## src/rtl/exec_pkg.sv

```systemverilog
// Shared encodings for the execute stage: ALU opcodes, forward selects and
// the iterative multiplier FSM states.
package exec_pkg;

    localparam logic [2:0] ALU_AND = 3'b000;
    localparam logic [2:0] ALU_OR  = 3'b001;
    localparam logic [2:0] ALU_ADD = 3'b010;
    localparam logic [2:0] ALU_XOR = 3'b011;
    localparam logic [2:0] ALU_SLL = 3'b100;
    localparam logic [2:0] ALU_MUL = 3'b101;
    localparam logic [2:0] ALU_SUB = 3'b110;
    localparam logic [2:0] ALU_SLT = 3'b111;

    localparam logic [1:0] FWD_REG = 2'b00;
    localparam logic [1:0] FWD_WB  = 2'b01;
    localparam logic [1:0] FWD_MEM = 2'b10;

    typedef enum logic [1:0] {
        MUL_IDLE = 2'b00,
        MUL_BUSY = 2'b01,
        MUL_DONE = 2'b10
    } mul_state_t;

endpackage

```

## src/rtl/iter_multiplier.sv

```systemverilog
// Iterative shift-add multiplier: one partial product per cycle, low XLEN
// bits of the product. Only instantiated when MULDIV_EN is defined.
//
// state | meaning
// IDLE  | waiting for start; operands latched on start
// BUSY  | accumulating, one multiplier bit per cycle
// DONE  | product valid for one cycle, then back to IDLE
module iter_multiplier
    import exec_pkg::*;
#(
    parameter int XLEN     = 32,
    parameter int MUL_ITER = 32
) (
    input  logic            clk,
    input  logic            rst,
    input  logic            start,
    input  logic            flush,
    input  logic [XLEN-1:0] a,
    input  logic [XLEN-1:0] b,
    output logic            busy,
    output logic            done,
    output logic [XLEN-1:0] product
);

    localparam int CNT_W = (MUL_ITER > 1) ? $clog2(MUL_ITER) : 1;
    localparam logic [CNT_W-1:0] CNT_LAST = CNT_W'(MUL_ITER - 1);

    mul_state_t      state;
    logic [XLEN-1:0] mcand;
    logic [XLEN-1:0] mplier;
    logic [XLEN-1:0] acc;
    logic [CNT_W-1:0] cnt;

    always_ff @(posedge clk) begin
        if (rst) begin
            state  <= MUL_IDLE;
            mcand  <= '0;
            mplier <= '0;
            acc    <= '0;
            cnt    <= '0;
        end else begin
            case (state)
                MUL_IDLE: begin
                    if (start && !flush) begin
                        mcand  <= a;
                        mplier <= b;
                        acc    <= '0;
                        cnt    <= '0;
                        state  <= MUL_BUSY;
                    end
                end
                MUL_BUSY: begin
                    if (flush) begin
                        state <= MUL_IDLE;
                    end else begin
                        if (mplier[0]) acc <= acc + mcand;
                        mcand  <= mcand << 1;
                        mplier <= mplier >> 1;
                        cnt    <= cnt + 1'b1;
                        if (cnt == CNT_LAST) state <= MUL_DONE;
                    end
                end
                MUL_DONE: state <= MUL_IDLE;
                default:  state <= MUL_IDLE;
            endcase
        end
    end

    assign busy    = (state == MUL_BUSY);
    assign done    = (state == MUL_DONE);
    assign product = acc;

endmodule

```

## src/rtl/execute_stage.sv

```systemverilog
// EX stage: forwarding muxes, ALU and the EX/MEM pipeline register.
// Define MULDIV_EN to execute MUL on the iterative multiplier with a front-end stall.
module execute_stage
    import exec_pkg::*;
#(
    parameter int XLEN     = 32,
    parameter int MUL_ITER = 32
) (
    input  logic            clk,
    input  logic            rst,
    input  logic            flush_e,
    input  logic            RegWriteE,
    input  logic            MemtoRegE,
    input  logic            MemWriteE,
    input  logic            ALUSrcE,
    input  logic [2:0]      ALUControlE,
    input  logic [XLEN-1:0] RD1E,
    input  logic [XLEN-1:0] RD2E,
    input  logic [XLEN-1:0] ImmE,
    input  logic [4:0]      WriteRegE,
    input  logic [1:0]      ForwardAE,
    input  logic [1:0]      ForwardBE,
    input  logic [XLEN-1:0] ResultW,
    input  logic [XLEN-1:0] ALUOutM_fwd,
    output logic            ZeroE,
    output logic            stall_ex,
    output logic            RegWriteM,
    output logic            MemtoRegM,
    output logic            MemWriteM,
    output logic [4:0]      WriteRegM,
    output logic [XLEN-1:0] WriteDataM,
    output logic [XLEN-1:0] ALUOutM
);

    logic [XLEN-1:0] src_a;
    logic [XLEN-1:0] fwd_b;
    logic [XLEN-1:0] src_b;
    logic [XLEN-1:0] alu_result;
    logic [XLEN-1:0] mul_result;

    always_comb begin
        case (ForwardAE)
            FWD_WB:  src_a = ResultW;
            FWD_MEM: src_a = ALUOutM_fwd;
            default: src_a = RD1E;
        endcase
        case (ForwardBE)
            FWD_WB:  fwd_b = ResultW;
            FWD_MEM: fwd_b = ALUOutM_fwd;
            default: fwd_b = RD2E;
        endcase
    end

    assign src_b = ALUSrcE ? ImmE : fwd_b;

`ifdef MULDIV_EN
    logic            mul_start;
    logic            mul_busy;
    logic            mul_done;
    logic [XLEN-1:0] mul_product;

    // No issue while in reset so a MUL held in ID/EX cannot restart the unit.
    assign mul_start = (ALUControlE == ALU_MUL) && !flush_e && !rst;

    iter_multiplier #(
        .XLEN     (XLEN),
        .MUL_ITER (MUL_ITER)
    ) u_mul (
        .clk     (clk),
        .rst     (rst),
        .start   (mul_start),
        .flush   (flush_e),
        .a       (src_a),
        .b       (src_b),
        .busy    (mul_busy),
        .done    (mul_done),
        .product (mul_product)
    );

    assign mul_result = mul_product;
    // Stall in the issue cycle (IDLE + start) and throughout BUSY; DONE releases.
    assign stall_ex   = mul_busy || (mul_start && !mul_done);
`else
    assign mul_result = '0;
    assign stall_ex   = 1'b0;
`endif

    always_comb begin
        case (ALUControlE)
            ALU_AND: alu_result = src_a & src_b;
            ALU_OR:  alu_result = src_a | src_b;
            ALU_ADD: alu_result = src_a + src_b;
            ALU_XOR: alu_result = src_a ^ src_b;
            ALU_SLL: alu_result = src_a << src_b[4:0];
            ALU_MUL: alu_result = mul_result;
            ALU_SUB: alu_result = src_a - src_b;
            ALU_SLT: alu_result = {{(XLEN-1){1'b0}}, ($signed(src_a) < $signed(src_b))};
            default: alu_result = '0;
        endcase
    end

    assign ZeroE = (alu_result == '0);

    always_ff @(posedge clk) begin
        if (rst) begin
            RegWriteM  <= 1'b0;
            MemtoRegM  <= 1'b0;
            MemWriteM  <= 1'b0;
            WriteRegM  <= '0;
            WriteDataM <= '0;
            ALUOutM    <= '0;
        end else begin
            if (flush_e || stall_ex) begin
                RegWriteM <= 1'b0;
                MemtoRegM <= 1'b0;
                MemWriteM <= 1'b0;
            end else begin
                RegWriteM <= RegWriteE;
                MemtoRegM <= MemtoRegE;
                MemWriteM <= MemWriteE;
            end
            WriteRegM  <= WriteRegE;
            WriteDataM <= fwd_b;
            ALUOutM    <= alu_result;
        end
    end

endmodule

```

## config.mk

```make
export PLATFORM = sky130hd
export DESIGN_NAME = execute_stage
export DESIGN_NICKNAME = d
export VERILOG_FILES = /design/src/rtl/exec_pkg.sv /design/src/rtl/iter_multiplier.sv /design/src/rtl/execute_stage.sv
export SDC_FILE = /design/constraint.sdc
export NUM_CORES = 1
export LEC_CHECK = 0
export CORE_MARGIN = 2
export CORE_UTILIZATION = 31
export CTS_CLUSTER_SIZE = 16
export DETAILED_ROUTE_END_ITERATION = 10
export PLACE_DENSITY = 0.52
export SYNTH_ARGS = -nofsm -noshare
export SYNTH_HDL_FRONTEND = slang
export SYNTH_SLANG_ARGS = --single-unit
export TNS_END_PERCENT = 10
```

## constraint.sdc

```tcl
create_clock -name clk -period 9 [get_ports clk]
set_clock_uncertainty 0.05 [all_clocks]
set_input_delay 1.8 -clock clk [delete_from_list [all_inputs] [get_ports clk]]
set_output_delay 1.8 -clock clk [all_outputs]
set_load 0.005 [all_outputs]
```

==> impl_results.md, run 1 <==
- DP Area: roughly 16,000 sq um
- Seq. cell area: about 1400 sq um
- Final HPWL from detailed placement: 47,740 microns
- Syn nets: about 1,800
- Dpl cells: roughly 2,500
- Logic pwr share: 0.681
- Most frequent cells in the layout: 410 x buf_4, 246 x clkdlybuf4s50_1, 169 x nor2_1
- Sequential share of the synthesized area: 0.1362
- Sequential share of power: 0.147
- Hold endpoint: WriteRegM[1]$_SDFF_PP0_
- GRT Residual Overflow: 0
- Max stage delay on crit path: 0.75 ns
- Startpoint Class: input pin
- Row count: 67
- GRT Total Usage: 0.3166
- CP max stage cell: or4b_2
- Initial antenna violation count: 0
- Yosys reg bits: 72
- Slew Viols, Final: 0
- Residual DRC: 0
- Via count: around 14,000
- Ys Warns: 0
- Vias per cell: 5.719
- Antenna Nets Post-Route: 0
- GP Congestion: between 1 and 1.5
- Area of the core: 33,620 sq um
- Final nets: between 2,000 and 2,500
- Setup CP Type: input pin to output pin
- Mapped Area: between 10,000 and 15,000 sq um
- First-pass GRT wire length: 85,500 microns
- Critical Path Sink Type: output pin
- 1st-iter DRT viols: ~1,700
- First-pass DRT Iterations: 7
- Crit Path Max Fanout: 15
- Max frequency: 113.2 MHz
- Initial core utilization: 0.3149
- Final Hold Viols: 0
- Fin crit share: 0.9814
- Maximum clock path buffer count: 2
- Worst hold path stage count: 2
- Multi-input gate area: about 8600 sq um
- Min Tclk post-route: 8.833 ns
- Largest net degree at the start of global routing: 71
- H-tree depth: 3
- CTS Sinks: 72
- VDD IR max: 108.3 uV
- Slew at the pin with the worst max-slew slack: 1.028 ns
- Synthesized instance count: between 1,500 and 2,000
- Most common cell after layout, fill and taps aside: buf_4
- Die Footprint: 35,640 sq um
- P_leak: approximately 0.0075 uW
- Status: complete, no violations
- Clk pwr share: 0.172
- Vias in the first global route: ~14,000
- WP data arrival: 6.98 ns
- WL/cell: 23.01 microns
- Clk root buf: clkbuf_16
- Ys flop type: dfxtp_1
- WL final: between 50,000 and 60,000 microns
- Net switching power: 1054 uW
- Sw Share: 0.4329
- WHS: just under 2 ns
- Most frequent CP cell: buf_4
- Number of port buffers: 251
- Die W: 188.8 microns
- Filler cells: approximately 3,400
- Antenna cell count: 0
- Slew headroom: 0.3122
- Die height: 188.8 microns
- Synth Area per Inst: 7.006 sq um
- Data required, critical path: between 7 and 8 ns
- CTS Hold Buffers Added: 0
- CTS tree: done
- Total Power: ~2400 uW
- Number of distinct library cells after synthesis: 86
- IO Pins: between 200 and 300
- Worst Hold Class: input pin to flop
- HP Start: WriteRegE[1]
- Pwr Density: ~140 nW/um^2
- Register clock-pin slew on the reported worst setup and hold paths: ~0.050 ns
- CTS Buf Count: 9
- Layout cells sized above 1: 0.2534
- Post-Layout Inst Area: between 15,000 and 20,000 sq um
- EDFF count, synth: 0
- Worst path cell trace: clkdlybuf4s50_1 > buf_4 > ha_4 > buf_12 > buf_4 > nor2_1 > a21oi_2 > o21ai_1 > ha_1 > inv_1 > or4b_2 > nor3_4 > buf_4 > o211ai_1 > o31ai_1 > a221oi_1 > a211oi_2 > o2111ai_4 > nor4_4 > buf_4 > nand4_1 > nor4_2 > clkbuf_2
- Synthesis-to-finish area growth: 60.03%
- Non-Filler Instances: between 2,000 and 3,000
- Final setup fails: 0
- Max_cap viols: 0
- Post-synth ARST share: 0
- Internal power: ~1400 uW
worst max path at each step:
stage / from / endpoint / slack, ns / cells after the start
after floorplan: ForwardAE[0] / ZeroE / 0.82 / 20
after global placement: ForwardBE[1] / ZeroE / -0.59 / 22
after detailed placement: ForwardBE[1] / ZeroE / -0.68 / 22
after CTS: ForwardBE[1] / ZeroE / 0.09 / 25
after global routing: ForwardBE[1] / ZeroE / -0.004 / 23
final: ForwardBE[1] / ZeroE / 0.17 / 23
layout make-up:
class                   count  share of cell area
well taps                 448             0.03309
clock buffers              11             0.01433
repair buffers            664              0.3328
clock inverters             4            0.004579
multi-input cells        1220              0.5067
inverters                 105             0.02341
flip-flops and latches     72             0.08508
routing by layer:
| metal | vias to the layer above | GRT usage | part of all wire |
|---|---|---|---|
| met3 | 169 | 0.05811 | 0.082 |
| met1 | 6761 | 0.4134 | 0.43 |
| met5 | - | 0 | 0 |
| met2 | 829 | 0.5038 | 0.44 |
| li1 | 6677 | - | - |
| met4 | 0 | 0.1478 | 0.047 |
worst max-delay path, delay by kind of cell:
kind / cells / cell delay [ns]
compound gates: 7 / 1.11
fa+ha+maj: 2 / 0.67
buf+inv: 8 / 1.54
simple gates: 6 / 1.83
state kept, by name, summed over array words and instances, names as in the netlist:
name	flops
RegWriteM	1
ALUOutM	32
WriteRegM	5
WriteDataM	32
MemtoRegM	1
MemWriteM	1
logic make-up after synthesis:
kind of cell,after synthesis,synth area share
and+or+nand+nor,478,0.2132
buffers and inverters,219,0.08356
other,1,0.0003542
xor gates and xnor gates,19,0.01572
adders and majority gates,110,0.1314
DFF,72,0.1362
muxes,68,0.06808
AOI/OAI and AO/OA,544,0.3515
synth_stat cells, drive strengths merged, types with 9 or more instances:
cell type | count | area share
buf | 33 | 0.017
a221o | 18 | 0.017
a31oi | 19 | 0.011
nor2b | 32 | 0.019
dfxtp | 72 | 0.14
inv | 105 | 0.037
a21o | 19 | 0.013
o22ai | 18 | 0.011
nor2 | 170 | 0.061
a21oi | 120 | 0.057
nand4 | 11 | 0.0065
o21ai | 99 | 0.047
o21a | 9 | 0.0064
and2 | 13 | 0.0077
nand2b | 14 | 0.0083
o31ai | 13 | 0.0097
a2111oi | 10 | 0.0089
mux2 | 22 | 0.023
clkbuf | 81 | 0.029
o211ai | 17 | 0.012
ha | 108 | 0.13
nor4 | 11 | 0.0071
mux2i | 45 | 0.043
nand2 | 122 | 0.043
or2 | 10 | 0.0059
a22oi | 62 | 0.044
a221oi | 19 | 0.016
nand3 | 13 | 0.0061
o311ai | 10 | 0.0083
nor3 | 44 | 0.021
o32ai | 10 | 0.0083
a211oi | 26 | 0.019
xnor2 | 18 | 0.015
power groups by stage:
stage / sequential [uW] / clock, uW / combinational, uW
3_3_place_gp: 366 / 0 / 1560
6_report: 359 / 418 / 1660
3_5_place_dp: 367 / 0 / 1560
5_1_grt: 362 / 437 / 1760
2_1_floorplan: 369 / 0 / 750
4_1_cts: 360 / 424 / 1610
timing repair:
item | CTS | global route
endpoints found under the setup margin | 1 | 1
cloned | 0 | 1
resized for setup | 58 | 19
buffers inserted | 7 | 3
pin swaps | 14 | 12
per-stage QoR:
step / utilization / setup slack [ns] / TNS [ns]
3_5_place_dp: 0.4820 / -0.6796 / -0.6796
2_1_floorplan: - / 0.8166 / 0
4_1_cts: 0.4999 / 0.08918 / 0
3_3_place_gp: 0.4820 / -0.5913 / -0.5913
5_1_grt: 0.5040 / -0.004314 / -0.004314
6_report: 0.5040 / 0.1673 / 0
Note: power is estimated with default switching activity, not from simulation.
==> run 2: changes to the inputs <==
- DONT_BUFFER_PORTS: default -> 1
- PLACE_DENSITY: 0.52 -> 0.43
- SLEW_MARGIN: default -> 20
==> impl_results.md, run 2 (synthesized netlist as in run 1, its figures left out) <==
- Status: complete, no violations (unchanged)
- CTS Sinks: 72 (unchanged)
- Maximum clock path buffer count: 2 (unchanged)
- Startpoint Class: input pin (unchanged)
- 1st-iter DRT viols: 1,358 (was 1,709)
- Critical Path Sink Type: output pin (unchanged)
- Area of the core: 33,620 sq um (unchanged)
- Final Hold Viols: 0 (unchanged)
- Slew at the pin with the worst max-slew slack: 1.098 ns (was 1.028 ns)
- Final nets: 1,801 (was 2,361)
- Number of port buffers: 0 (was 251)
- Min Tclk post-route: 8.744 ns (was 8.833 ns)
- Sw Share: 0.4736 (was 0.4329)
- Net switching power: 909.3 uW (was 1054 uW)
- GP Congestion: 0.9768 (was 1.017)
- Max frequency: 114.4 MHz (was 113.2 MHz)
- Final HPWL from detailed placement: 42,660 microns (was 47,740 microns)
- Worst Hold Class: input pin to flop (unchanged)
- WL/cell: 27.10 microns (was 23.01 microns)
- Slew Viols, Final: 0 (unchanged)
- Row count: 67 (unchanged)
- Most frequent cells in the layout: 169 x nor2_1, 122 x nand2_1, 120 x a21oi_1 (was 410 x buf_4, 246 x clkdlybuf4s50_1, 169 x nor2_1)
- Seq. cell area: 1441 sq um (unchanged)
- GRT Total Usage: 0.2913 (was 0.3166)
- RSZ-0062 raised after global routing: no
- H-tree depth: 3 (unchanged)
- Fin crit share: 0.9715 (was 0.9814)
- CTS Buf Count: 9 (unchanged)
- Final setup TNS: 0 ns (unchanged)
- Logic pwr share: 0.607 (was 0.681)
- GRT Residual Overflow: 0 (unchanged)
- Vias per cell: 6.143 (was 5.719)
- Initial antenna violation count: 1 (was 0)
- WHS: 1.447 ns (was 1.931 ns)
- Data required, critical path: 7.15 ns (about the same)
- Die W: 188.8 microns (unchanged)
- Antenna Nets Post-Route: 0 (unchanged)
- CTS tree: done (unchanged)
- Multi-input gate area: 8317 sq um (was 8584 sq um)
- Max_cap viols: 0 (unchanged)
- Vias in the first global route: 11,750 (was 14,260)
- Setup CP Type: input pin to output pin (unchanged)
- Largest regs: ALUOutM x32, WriteDataM x32, WriteRegM x5 (unchanged)
- Pwr Density: 162.3 nW/um^2 (was 143.7 nW/um^2)
- P_leak: 0.004933 uW (was 0.007452 uW)
- Crit Path Max Fanout: 8 (was 15)
- Synthesis-to-finish area growth: 11.76% (was 60.03%)
- Layout cells sized above 1: 0.1141 (was 0.2534)
- Sequential share of power: 0.191 (was 0.147)
- Die Footprint: 35,640 sq um (unchanged)
- WL final: 53,290 microns (was 58,080 microns)
- IO Pins: 253 (unchanged)
- First-pass GRT wire length: 77,670 microns (was 85,500 microns)
- Worst setup path start: ForwardAE[1] (was ForwardBE[1])
- Filler cells: 3,644 (was 3,384)
- CTS Hold Buffers Added: 0 (unchanged)
- Internal power: 1010 uW (was 1381 uW)
- WP data arrival: 6.89 ns (was 6.98 ns)
- Initial core utilization: 0.3149 (unchanged)
- Setup crit end: ZeroE (unchanged)
- Die height: 188.8 microns (unchanged)
- VDD IR max: 109.5 uV (was 108.3 uV)
- Largest net degree at the start of global routing: 71 (unchanged)
- Via count: 12,080 (was 14,440)
- Slew headroom: 0.2604 (was 0.3122)
- Residual DRC: 0 (unchanged)
- Register clock-pin slew on the reported worst setup and hold paths: 0.06 ns (was 0.05 ns)
- Clk pwr share: 0.202 (was 0.172)
- Final setup fails: 0 (unchanged)
- Most common cell after layout, fill and taps aside: nor2_1 (was buf_4)
- Clk root buf: clkbuf_16 (unchanged)
- First-pass DRT Iterations: 7 (unchanged)
run 2: power by group through the flow:
stage / Sequential (uW) / Clock (uW) / Combinational (uW)
floorplan: 369 / 0 / 750
global placement: 375 / 0 / 1130
detailed placement: 375 / 0 / 1120
CTS: 368 / 400 / 1130
global route: 369 / 410 / 1250
finish: 366 / 387 / 1170
run 2: critical path, cell delays in order:
cell and delay [ns]:
inv_1 0.03, ha_1 0.33, buf_4 0.23, a22oi_1 0.07, o21ai_0 0.75, ha_1 0.45, or4_1 0.50, nand3b_1 0.27
a211oi_4 0.33, o311ai_1 0.16, buf_4 0.18, a311oi_1 0.37, nor2_1 0.12, o41ai_1 0.46, a311oi_1 0.20, a21oi_1 0.17
o22a_1 0.23, nor4_2 0.07, buf_4 0.14
run 2: through the flow:
| step | std cells | setup slack [ns] | instance area, sq um | utilization | total power [uW] |
|---|---|---|---|---|---|
| 3_5_place_dp | 1949 | 0.01263 | 11470 | 0.3412 | 1498 |
| 4_1_cts | 1964 | 0.0007501 | 11780 | 0.3503 | 1897 |
| 3_3_place_gp | 1949 | -0.008531 | 11470 | 0.3412 | 1503 |
| 6_report | 1966 | 0.2562 | 11830 | 0.3520 | 1920 |
| 5_1_grt | 1965 | 0.01347 | 11830 | 0.3519 | 2033 |
| 2_1_floorplan | 1511 | 0.8166 | 10590 | - | 1119 |
run 2: layout make-up:
type | instances | area share
multi-input cells | 1220 | 0.7029
inverters | 105 | 0.03352
flip-flops and latches | 72 | 0.1218
clock inverters | 4 | 0.004442
diodes | 2 | 0.0004230
well taps | 448 | 0.04738
clock buffers | 11 | 0.02136
repair buffers | 104 | 0.06811
run 2: how the worst min path moves through the flow:
stage               startpoint                endpoint  slack, ns  cells after the start
detailed placement         rst  ALUOutM[23]$_SDFF_PP0_       1.83                      1
floorplan            MemWriteE    MemWriteM$_SDFF_PP0_       1.87                      1
global route               rst  ALUOutM[29]$_SDFF_PP0_       1.43                      1
global placement           rst  ALUOutM[23]$_SDFF_PP0_       1.83                      1
CTS                        rst  ALUOutM[29]$_SDFF_PP0_       1.44                      1
finish                     rst  ALUOutM[28]$_SDFF_PP0_       1.45                      1
run 2: layer usage:
layer	GRT usage	up-vias	routed length, microns
met5	0	-	0
met4	0.09555	0	1477
met3	0.05364	80	4600
met2	0.4497	665	23470
met1	0.4067	5785	23740
li1	-	5547	-
run 2: repair_timing:
action / in CTS / in global routing
buffers inserted: 0 / 0
endpoints found under the setup margin: 0 / 1
resized for setup: 0 / 14
==> run 3: changes to the inputs <==
- SLEW_MARGIN: 20 -> default
==> results of run 3 <==
The final DEF is identical to that of run 2; final timing and power are the same.
